[src/rtl/sb_msg_encoder.sv]
// sb_msg_encoder: builds 64-bit sideband message headers from upstream
// requests, queues them in a small FIFO and hands them to SB_TX one at a
// time using a valid/ack handshake with an ack timeout.
//
// Ports:
//   clk_100MHz         sideband clock (rising edge)
//   reset_n            synchronous active-low reset
//   enable_i           permits launching new messages
//   req_valid_i/req_ready_o + req_* fields   upstream request push
//   tx_data_o/tx_valid_o/tx_ack_i            header handshake toward SB_TX
//   timeout_o          one-cycle pulse when a message is dropped on timeout
//   fifo_count_o       occupied FIFO entries
module sb_msg_encoder #(
  parameter int buffer_size = 4,
  parameter int ack_timeout = 255
) (
  input  logic                             clk_100MHz,
  input  logic                             reset_n,
  input  logic                             enable_i,
  input  logic                             req_valid_i,
  output logic                             req_ready_o,
  input  logic [4:0]                       req_opcode_i,
  input  logic [7:0]                       req_msgcode_i,
  input  logic [7:0]                       req_msgsubcode_i,
  input  logic [15:0]                      req_msginfo_i,
  input  logic [2:0]                       req_srcid_i,
  input  logic [2:0]                       req_dstid_i,
  output logic [63:0]                      tx_data_o,
  output logic                             tx_valid_o,
  input  logic                             tx_ack_i,
  output logic                             timeout_o,
  output logic [$clog2(buffer_size+1)-1:0] fifo_count_o
);

  localparam int CW = $clog2(buffer_size + 1);
  localparam int PW = $clog2(buffer_size);
  localparam int TW = $clog2(ack_timeout + 1);

  typedef enum logic [1:0] {IDLE, SEND, RELEASE} state_t;

  state_t           state_q, state_d;
  logic [63:0]      mem_q [buffer_size];
  logic [PW-1:0]    wr_ptr_q, rd_ptr_q;
  logic [CW-1:0]    count_q;
  logic [63:0]      tx_data_q;
  logic [TW-1:0]    wait_cnt_q;
  logic             timeout_q;

  logic             push, pop, launch, acked, expire;
  logic [61:0]      hdr_body;
  logic [63:0]      hdr;

  // Header body without DP/CP; parity covers everything below CP.
  assign hdr_body = {req_dstid_i, 3'b0, req_msginfo_i, req_msgsubcode_i,
                     req_srcid_i, 7'b0, req_msgcode_i, 9'b0, req_opcode_i};
  assign hdr      = {1'b0, ^hdr_body, hdr_body};

  // Ready looks only at the registered count so a same-cycle pop cannot
  // create a combinational path from the ack into ready.
  assign req_ready_o  = (count_q < CW'(buffer_size));
  assign push         = req_valid_i && req_ready_o;
  assign fifo_count_o = count_q;
  assign tx_data_o    = tx_data_q;
  assign timeout_o    = timeout_q;

  // State register
  always_ff @(posedge clk_100MHz) begin
    if (!reset_n) state_q <= IDLE;
    else          state_q <= state_d;
  end

  // Next-state logic
  always_comb begin
    state_d = state_q;
    case (state_q)
      IDLE:    if (enable_i && count_q != '0) state_d = SEND;
      SEND:    if (tx_ack_i)                  state_d = RELEASE;
               else if (expire)               state_d = IDLE;
      RELEASE: if (!tx_ack_i)                 state_d = IDLE;
      default:                                state_d = IDLE;
    endcase
  end

  // Output / control decode
  always_comb begin
    tx_valid_o = (state_q == SEND);
    launch     = (state_q == IDLE) && enable_i && (count_q != '0);
    acked      = (state_q == SEND) && tx_ack_i;
    // Counter sits at N-1 in the Nth SEND cycle; an ack in that cycle wins.
    expire     = (state_q == SEND) && !tx_ack_i &&
                 (wait_cnt_q == TW'(ack_timeout - 1));
    pop        = acked || expire;
  end

  // FIFO storage (no reset needed; validity is tracked by count/pointers)
  always_ff @(posedge clk_100MHz) begin
    if (push) mem_q[wr_ptr_q] <= hdr;
  end

  always_ff @(posedge clk_100MHz) begin
    if (!reset_n) begin
      wr_ptr_q   <= '0;
      rd_ptr_q   <= '0;
      count_q    <= '0;
      tx_data_q  <= '0;
      wait_cnt_q <= '0;
      timeout_q  <= 1'b0;
    end else begin
      if (push) wr_ptr_q <= (wr_ptr_q == PW'(buffer_size - 1)) ? '0 : wr_ptr_q + 1'b1;
      if (pop)  rd_ptr_q <= (rd_ptr_q == PW'(buffer_size - 1)) ? '0 : rd_ptr_q + 1'b1;
      case ({push, pop})
        2'b10:   count_q <= count_q + 1'b1;
        2'b01:   count_q <= count_q - 1'b1;
        default: count_q <= count_q;
      endcase
      // Head is copied out at launch so tx_data stays put through the
      // handshake and afterwards while valid is low.
      if (launch) tx_data_q <= mem_q[rd_ptr_q];
      if (launch)                wait_cnt_q <= '0;
      else if (state_q == SEND)  wait_cnt_q <= wait_cnt_q + 1'b1;
      timeout_q <= expire;
    end
  end

endmodule

[config.mk]
export PLATFORM = sky130hd
export DESIGN_NAME = sb_msg_encoder
export DESIGN_NICKNAME = d
export VERILOG_FILES = /design/src/rtl/sb_msg_encoder.sv
export SDC_FILE = /design/constraint.sdc
export NUM_CORES = 1
export LEC_CHECK = 0
export CORE_ASPECT_RATIO = 1.75
export CORE_MARGIN = 2
export CORE_UTILIZATION = 43
export DETAILED_ROUTE_END_ITERATION = 8
export DONT_BUFFER_PORTS = 1
export SLEW_MARGIN = 20
export SYNTH_ARGS = -nofsm -noshare
export SYNTH_HDL_FRONTEND = slang
export SYNTH_SLANG_ARGS = --single-unit
export TNS_END_PERCENT = 10
[constraint.sdc]
create_clock -name clk_100MHz -period 2.65 [get_ports clk_100MHz]
set_input_delay 0 -clock clk_100MHz [delete_from_list [all_inputs] [get_ports clk_100MHz]]
set_output_delay 0 -clock clk_100MHz [all_outputs]
set_load 0.05 [all_outputs]
* Word level (Yosys, flattened, before mapping)
Memories as Yosys holds them, arrays and structs flattened. A register that Yosys moved wholly into a read port is not among the register bits. Cells that the tools add are included.
Storage, ports and cells: flip-flop bits (word level) 82, RAM bits 176, input port bits 48, output and inout port bits 70, memories kept 1
Memories:
- mem_q | words 4, width 44, read ports 1, clocked after Yosys merged registers in 1, wr ports 1, line 42 | logic [63:0] mem_q [buffer_size];
Operators by class: add/sub/neg operators 5, order comparisons 1, eq/ne operators 10, mux-type cells 10, bitwise operators 1, reductions and logical operators 16
Operators with widths (count):
- $reduce_xor A62 Y1 | 1
- $mux W2 | 6
- $add A8 B1 Y8 const B | 1
- $eq A2 B2 Y1 const B | 4
- $eq A8 B8 Y1 const B | 1
- $logic_and A1 B1 Y1 | 7
- $pmux W2 S3 | 1
- $pmux W3 S2 | 1
- $add A2 B1 Y2 const B | 2
- $eq A2 B1 Y1 const B | 2
- $ne A2 B2 Y1 const B | 2
- $add A3 B1 Y3 const B | 1
- $lt A3 B3 Y1 const B | 1
- $ne A3 B1 Y1 const B | 1
- $reduce_and A3 Y1 | 1
- $reduce_bool A3 Y1 | 1
- $sub A3 B1 Y3 const B | 1
- $logic_not A1 Y1 | 2
- $logic_not A2 Y1 | 1
- $mux W1 | 2
- $reduce_bool A2 Y1 | 1
- $reduce_or A2 Y1 | 1
- $logic_or A1 B1 Y1 | 1
- $not A1 Y1 | 1

* Depth between registers and ports, before layout
Gate-level depths: netlist of the first run.
depth in word-level cells 6, mapped depth 11

* Least setup slack after synthesis of the first run
Ideal clock, no wire load.
path kind flip-flop to flip-flop, start point register count_q[2], in the netlist fifo_count_o[2], end point memory mem_q[3][0] (netlist name) (enable), setup time 0.406 ns, data arrival time 1.965 ns, required time 2.244 ns, slack 0.279 ns, cell stages (with the launch flop) 3, buffers on the path 0, period minus slack after synthesis 2.371 ns, cell sequence dfxtp_1 nor2b_1 and2_1
Between the ends: longest elaborated chain between the ends 4
Ends and longest elaborated chain:
- start: declaration | line 44 | logic [CW-1:0] count_q;
- start signal: assignment | line 112 | 2'b10: count_q <= count_q + 1'b1;
- start signal: assignment | line 113 | 2'b01: count_q <= count_q - 1'b1;
- start signal: assignment | line 114 | default: count_q <= count_q;
- $lt A3 B3 Y1 | line 60 | assign req_ready_o = (count_q < CW'(buffer_size));
- $logic_and A1 B1 Y1 | line 61 | assign push = req_valid_i && req_ready_o;
- $mux W1 | line 97 | if (push) mem_q[wr_ptr_q] <= hdr;
- $mux W1 (not written as such) | line 97
- end: declaration | line 42
Every way passes these cells.

* Worst setup path after layout of the first run
start point register wait_cnt_q[0], end point register count_q[2], in the netlist fifo_count_o[2]
Between the ends: longest elaborated chain between the ends 5
Ends and longest elaborated chain:
- start: declaration | line 46 | logic [TW-1:0] wait_cnt_q;
- start signal: assignment | line 120 | else if (state_q == SEND) wait_cnt_q <= wait_cnt_q + 1'b1;
- $eq A8 B8 Y1 * | line 91 | (wait_cnt_q == TW'(ack_timeout - 1));
- $logic_and A1 B1 Y1 * | line 90 | expire = (state_q == SEND) && !tx_ack_i &&
- $logic_or A1 B1 Y1 * | line 92 | pop = acked || expire;
- net pop | line 49 | logic push, pop, launch, acked, expire;
- $eq A2 B1 Y1 / $eq A2 B2 Y1 (equally long branches) | line 111 | case ({push, pop})
- $pmux W3 S2 / $reduce_bool A2 Y1 (equally long branches)
Mark *: on every way through the listed nets, which the timed path passes. The rest lies on a longest branch. A chain may end at the register's enable or synchronous reset.

==> impl_results.md, run 1 <==
* Clk slew on worst S/H paths at ~0.060 ns
* Setup crit end kind: flop
* Synth Area in XOR/XNOR at under 10%
* Num rows at between 70 and 80
* Syn Inst Count at just under 600
* Power per cell area at approximately 800 nW/µm²
* Ys async rst share at 0%
* Finished Cell Area at approximately 11000 µm²
* Routed wire length at 19.94 mm
* Die width at 115.7 µm
* Initial antenna violation count at 0
* Placed Area at about 9800 µm²
* Main flop type after synthesis: edfxtp_1
* Post-synthesis mux area share at between 10% and 20%
* Layout cells sized above 1 at between 10% and 20%
* Crit path max-delay family: adder cells
* Post-synthesis sequential area ratio at 69.57%
* Synthesized area per cell at 16.09 µm²
* CTS buffer count at 23
* Pwr Total at a little under 9000 µW
* Bufs and invs on worst path at 2
* CTS Sinks at around 240
* Worst-path maximum fanout at 5
* Largest net degree at the start of global routing at 56
* Pre-CTS setup slack at about 0.17 ns
* Total grt overflow at 0
* Critical path class: flop to flop
* Synthesized flop and latch total at 238
* Post-Syn Area at about 9400 µm²
* Fmax at about 400 MHz
* Status: complete, no violations
* Period utilization at a little over nine tenths
* DRT iter0 DRCs at roughly 250
* Core Box Area at roughly 21000 µm²
* Die area at roughly 23000 µm²
* RSZ-0062 raised after global routing: false
* Worst r2r src: wait_cnt_q[0]
* N_diodes at 0
* CTS tree: built
* Commonest cells after routing, fill and taps aside: edfxtp_1 (176), nand2_1 (92), dfxtp_1 (60), dlygate4sd3_1 (47), a21boi_0 (45)
* CP cell instances: inv_1 > ha_1 > nand4_1 > nor2_2 > o21a_1 > ha_1 > inv_1 > fa_1 > xor2_1 > or3_1 > a21boi_0
* Slew headroom at around 55%
* Die Ht at 199.4 µm
* Count of cell types in the netlist at 32
* Hold path endpoint: mem_q[3][43]
* Fillers at 1823
* Starting density of the core at roughly 44%
* Skew-Pair Late Insertion Delay at between 0.5 and 0.6 ns
* Register-to-Register Setup Slack at ~0.16 ns
* Wire per inst at ~21 µm
* CTS max path bufs at 3
* Port-buffer cells at 0
* Clock Root Buffer: clkbuf_16
* Final #Nets at roughly 700
* Maximum vdd drop at around 0.63 mV
* Hpwl dp at approximately 12 mm
* IO Count at around 120
* P&R area growth vs syn at 16.83%
* Final hold vios at 0
* Final setup fails at 0
* Adder-Cell Fraction of Synth Area at under 10%
* Vias in the first global route at between 5000 and 6000
* DR vias at 4863
* Final Skew at approximately 0.016 ns
* H-tree depth at 1
* CP Launch Type: flop
* Commonest non-fill, non-tap cell in the layout: edfxtp_1
* Setup slack after layout at between 0.15 and 0.2 ns
* Max Transition Viols Final at 0
* Largest family of logic cells by synthesized area: multiplexers
* Least-Margin Pin Slew at slightly below 0.7 ns
* HP Start: req_msgsubcode_i[7]
* Antenna Nets Post-Route at 0
* Slowest-stage cell, CP: dfxtp_1
* Global-route wire length before repair at approximately 30 mm
* Hold crit path type: primary input to flop
* Min cycle time layout at around 2.5 ns
* Worst EP arrival at about 2.9 ns
* Vias per std cell at 5.097
* Warnings, synthesis at 0
* EDFF count, synth at 176
* R2R depth at 11
* DRC viols at 0
* Synth Area in Compound Gates at 4.081%
* Placer congestion estimate at 0.6998
* FF-to-FF End: fifo_count_o[2]
* Total GRT Usage at between 15 and 20%
* CP max stage delay at between 0.3 and 0.4 ns
* Setup TNS at 0 ns
* Leakage at around 0.0036 µW
* Data required time of the worst path at 3.09 ns
* Hold Path Depth at 3
* Max Cap Violations at 0
* Drt pass-1 iters at 4
* Simple-gate portion of the synthesized area at between 6 and 7%
[sequential cells by signal, indices dropped and copies added (netlist names)]
register	flops
fifo_count_o	3
mem_q	176
rd_ptr_q	2
state_q	2
timeout_o	1
tx_data_o	44
wait_cnt_q	8
wr_ptr_q	2
[worst register-to-register path, delay by kind of cell, from the launching register on]
kind	cells	cell delay (ns)
fa+ha+maj	3	0.74
flops	1	0.37
buf+inv	2	0.18
compound gates	2	0.38
simple gates	3	0.61
xor+xnor	1	0.16
[layer usage]
layer | part of all wire [%] | GRT usage [%] | vias up
met5 | 0 | 0 | -
met4 | 2.0 | 4.762 | 0
met3 | 5.2 | 3.094 | 29
met2 | 55 | 33.03 | 135
met1 | 38 | 19.72 | 2472
li1 | - | - | 2227
[synth_stat cells, types with 2 or more instances]
cell      number  area share [%]
clkbuf_1      15            0.60
xnor2_1       38             3.5
buf_4         27             2.2
edfxtp_1     176              56
nor2_1        13            0.52
o21ai_0        2            0.11
and2_1         6            0.40
mux2i_1        2            0.21
and3_1         3            0.20
nand2_1       92             3.7
o21a_1         3            0.24
nand4_1        4            0.27
xor2_1        12             1.1
nor2b_1        5            0.33
mux4_2        44              11
buf_2          3            0.16
nand3_1        3            0.16
a21boi_0      45             3.6
dfxtp_1       62              13
ha_1           8             1.1
inv_1          9            0.36
[stage by stage]
step                      instances  hold WS, ns  util, %
final                           954       0.1016    50.98
after global routing            954       0.1239    50.98
after CTS                       954      0.09196    50.97
after detailed placement        866      0.09905    45.49
after global placement          866      0.09912    45.49
after floorplan                 602      0.09887        -
[cell type report]
class	instances	area, µm²	area share (%)
clock inverter	9	72.57	0.6621
timing repair buffer	66	713.2	6.507
sequential	238	6531	59.59
inverter	9	33.78	0.3082
multi-input combinational	309	2629	23.98
clock buffer	31	615.6	5.616
tap	292	365.4	3.333
[cell families after synthesis]
group | Yosys count
fa+ha+maj | 9
other cells | 1
simple gates | 131
xor+xnor | 51
flops | 238
mux | 46
compound gates | 52
buf+inv | 55
[where the power goes]
| part | total, µW | internal (µW) | switching, µW |
|---|---|---|---|
| Sequential | 4670 | 4290 | 377 |
| Clock | 3050 | 1720 | 1330 |
| Combinational | 1050 | 451 | 603 |
[worst max-delay path by stage]
stage                       to  depth (start not counted)             from
2_1_floorplan      mem_q[3][0]                          2  fifo_count_o[2]
3_3_place_gp   fifo_count_o[2]                         11    wait_cnt_q[0]
3_5_place_dp   fifo_count_o[2]                         11    wait_cnt_q[0]
4_1_cts        fifo_count_o[2]                         11    wait_cnt_q[0]
5_1_grt        fifo_count_o[2]                         11    wait_cnt_q[0]
6_report       fifo_count_o[2]                         11    wait_cnt_q[0]
[repair_timing]
action,in CTS,in global routing
hold buffers,48,0
setup endpoints to repair,0,1
endpoints found under the hold margin,234,0
resized for setup,0,1
buffers inserted,0,0
Power figures use the tool's default switching activity.
==> inputs of run 2 (changes only) <==
Settings changed: CTS_BUF_LIST set to sky130_fd_sc_hd__clkbuf_8.
==> impl_results.md, run 2 (same netlist as run 1, synthesis figures left out) <==
* DRT iter0 DRCs at 248 (-1.2%)
* CTS buffer count at 37 (+61%)
* Max Transition Viols Final at 0 (unchanged)
* Finished Cell Area at 10990 µm² (+0.29%)
* Clk slew on worst S/H paths at 0.06 ns (about the same)
* Worst EP arrival at 2.96 ns (+0.03 ns)
* Slew headroom at 55.06% (-0.10 points)
* Sequential share of power at 53.9% (+0.7 points)
* CP Launch Type: flop
* Placed Area at 9779 µm² (unchanged)
* Final Skew at 0.02678 ns (+0.01084 ns)
* Gate power share at 12.1% (about the same)
* CTS tree: built
* Cell Int Power at 6286 µW (-2.7%)
* Placer congestion estimate at 0.6998 (unchanged)
* Clock Root Buffer: clkbuf_8
* Global-route wire length before repair at 30.72 mm (+1.8%)
* Leakage at 0.003646 µW (+2.3%)
* Worst-path maximum fanout at 5 (unchanged)
* Min cycle time layout at 2.504 ns (+0.01661 ns)
* Total GRT Usage at 17.91% (+0.51 points)
* Switching Share at 27.43% (+1.1 points)
* Reg with most FFs: mem_q
* Fillers at 1827 (+0.22%)
* Starting density of the core at 43.64% (unchanged)
* Vias per std cell at 5.043 (-1.1%)
* P&R area growth vs syn at 17.16%
* Data required time of the worst path at 3.11 ns (+0.02 ns)
* Total grt overflow at 0 (unchanged)
* IO Count at 118 (unchanged)
* Least-Margin Pin Slew at 0.6741 ns (+0.001535 ns)
* Clock network power share at 34.0% (-0.8 points)
* P_sw at 2376 µW (+2.9%)
* Vias in the first global route at 5433 (+2.0%)
* Commonest cells after routing, fill and taps aside: edfxtp_1 (176), nand2_1 (92), dfxtp_1 (60), dlygate4sd3_1 (47)
* DRC viols at 0 (unchanged)
* Pre-CTS setup slack at 0.1737 ns (unchanged)
* DR vias at 4947 (+1.7%)
* N_diodes at 0 (unchanged)
* Power per cell area at 788.1 nW/µm² (-1.5%)
* Multi-input gate area at 2629 µm² (unchanged)
* Fmax at 399.4 MHz (-0.66%)
* Antenna Nets Post-Route at 0 (unchanged)
* Hold_ws at 0.07426 ns (-0.02734 ns)
* Status: complete, no violations
* Num rows at 71 (unchanged)
* Max reg flops at 176 (unchanged)
* Die width at 115.7 µm (unchanged)
* Max Cap Violations at 0 (unchanged)
* Period utilization at 94.48% (+0.63 points)
* Drt pass-1 iters at 4 (unchanged)
* CTS Sinks at 238 (unchanged)
* Register Area at 6531 µm² (unchanged)
* Commonest non-fill, non-tap cell in the layout: edfxtp_1
* CTS max path bufs at 3 (unchanged)
* Die Ht at 199.4 µm (unchanged)
* Critical path class: flop to flop
* Core Box Area at 21500 µm² (unchanged)
* Hpwl dp at 12.32 mm (unchanged)
* Final hold vios at 0 (unchanged)
* Routed wire length at 20.26 mm (+1.6%)
* Die area at 23060 µm² (unchanged)
* Port-buffer cells at 0 (unchanged)
* Hold crit path type: primary input to flop
* Setup crit end kind: flop
* Layout cells sized above 1 at 18.14% (+2.6 points)
* Initial antenna violation count at 0 (unchanged)
* Skew-Pair Late Insertion Delay at 0.53 ns (+0.02 ns)
* Wire per inst at 20.65 µm (-1.2%)
* H-tree depth at 2 (+1)
* Setup slack after layout at 0.1463 ns (-0.01661 ns)
* Largest net degree at the start of global routing at 56 (unchanged)
* Maximum vdd drop at 0.5627 mV (-10%)
* Final setup fails at 0 (unchanged)
* Final #Nets at 718 (+2.0%)
[run 2: cell type report]
| cell class | count | area share (%) |
|---|---|---|
| Sequential cell | 238 | 59.42 |
| Inverter | 9 | 0.3073 |
| Timing Repair Buffer | 66 | 6.488 |
| Clock inverter | 22 | 0.9106 |
| Tap cell | 292 | 3.324 |
| Multi-Input combinational cell | 309 | 23.92 |
| Clock buffer | 45 | 5.635 |
[run 2: worst paths after layout]
kind	start	to	slack, ns	cells past startpoint
max reg2reg	wait_cnt_q[0]	fifo_count_o[2]	0.15	11
max	wait_cnt_q[0]	fifo_count_o[2]	0.15	11
min reg2reg	wait_cnt_q[6]	wait_cnt_q[6]	0.55	2
min	req_msgsubcode_i[7]	mem_q[2][43]	0.07	3
[run 2: per-layer routing]
metal,GRT usage (%),share of wire (%)
met2,33.57,55
met1,19.40,36
met4,6.570,2.7
met3,3.973,5.7
met5,0,0
[run 2: repair_timing]
action	4_1_cts	5_1_grt
hold buffers	48	0
buffers inserted	0	0
gates resized for setup	0	1
endpoints found under the setup margin	0	1
endpoints found under the hold margin	234	0
[run 2: power by group through the flow]
stage                     clock (µW)  combinational [µW]  sequential, µW
after global routing            3200                1150            4690
after floorplan                    0                 739            4730
final                           2940                1050            4670
after CTS                       3040                1080            4680
after detailed placement           0                 971            4760
after global placement             0                 943            4740
[run 2: worst max-delay path, stage by stage (launching register included)]
cell and delay, ns:
dfxtp_1 0.37, inv_1 0.12, ha_1 0.16, nand4_1 0.13, nor2_2 0.18, o21a_1 0.22, ha_1 0.21, inv_1 0.06
fa_1 0.37, xor2_1 0.16, or3_1 0.31, a21boi_0 0.16
[run 2: through the flow]
stage	total power (µW)	setup TNS, ns	utilization (%)	std cells
floorplan	5467	0	-	602
global placement	5683	0	45.49	866
detailed placement	5728	0	45.49	866
CTS	8794	0	51.12	981
global route	9039	-0.006310	51.13	981
finish	8663	0	51.13	981
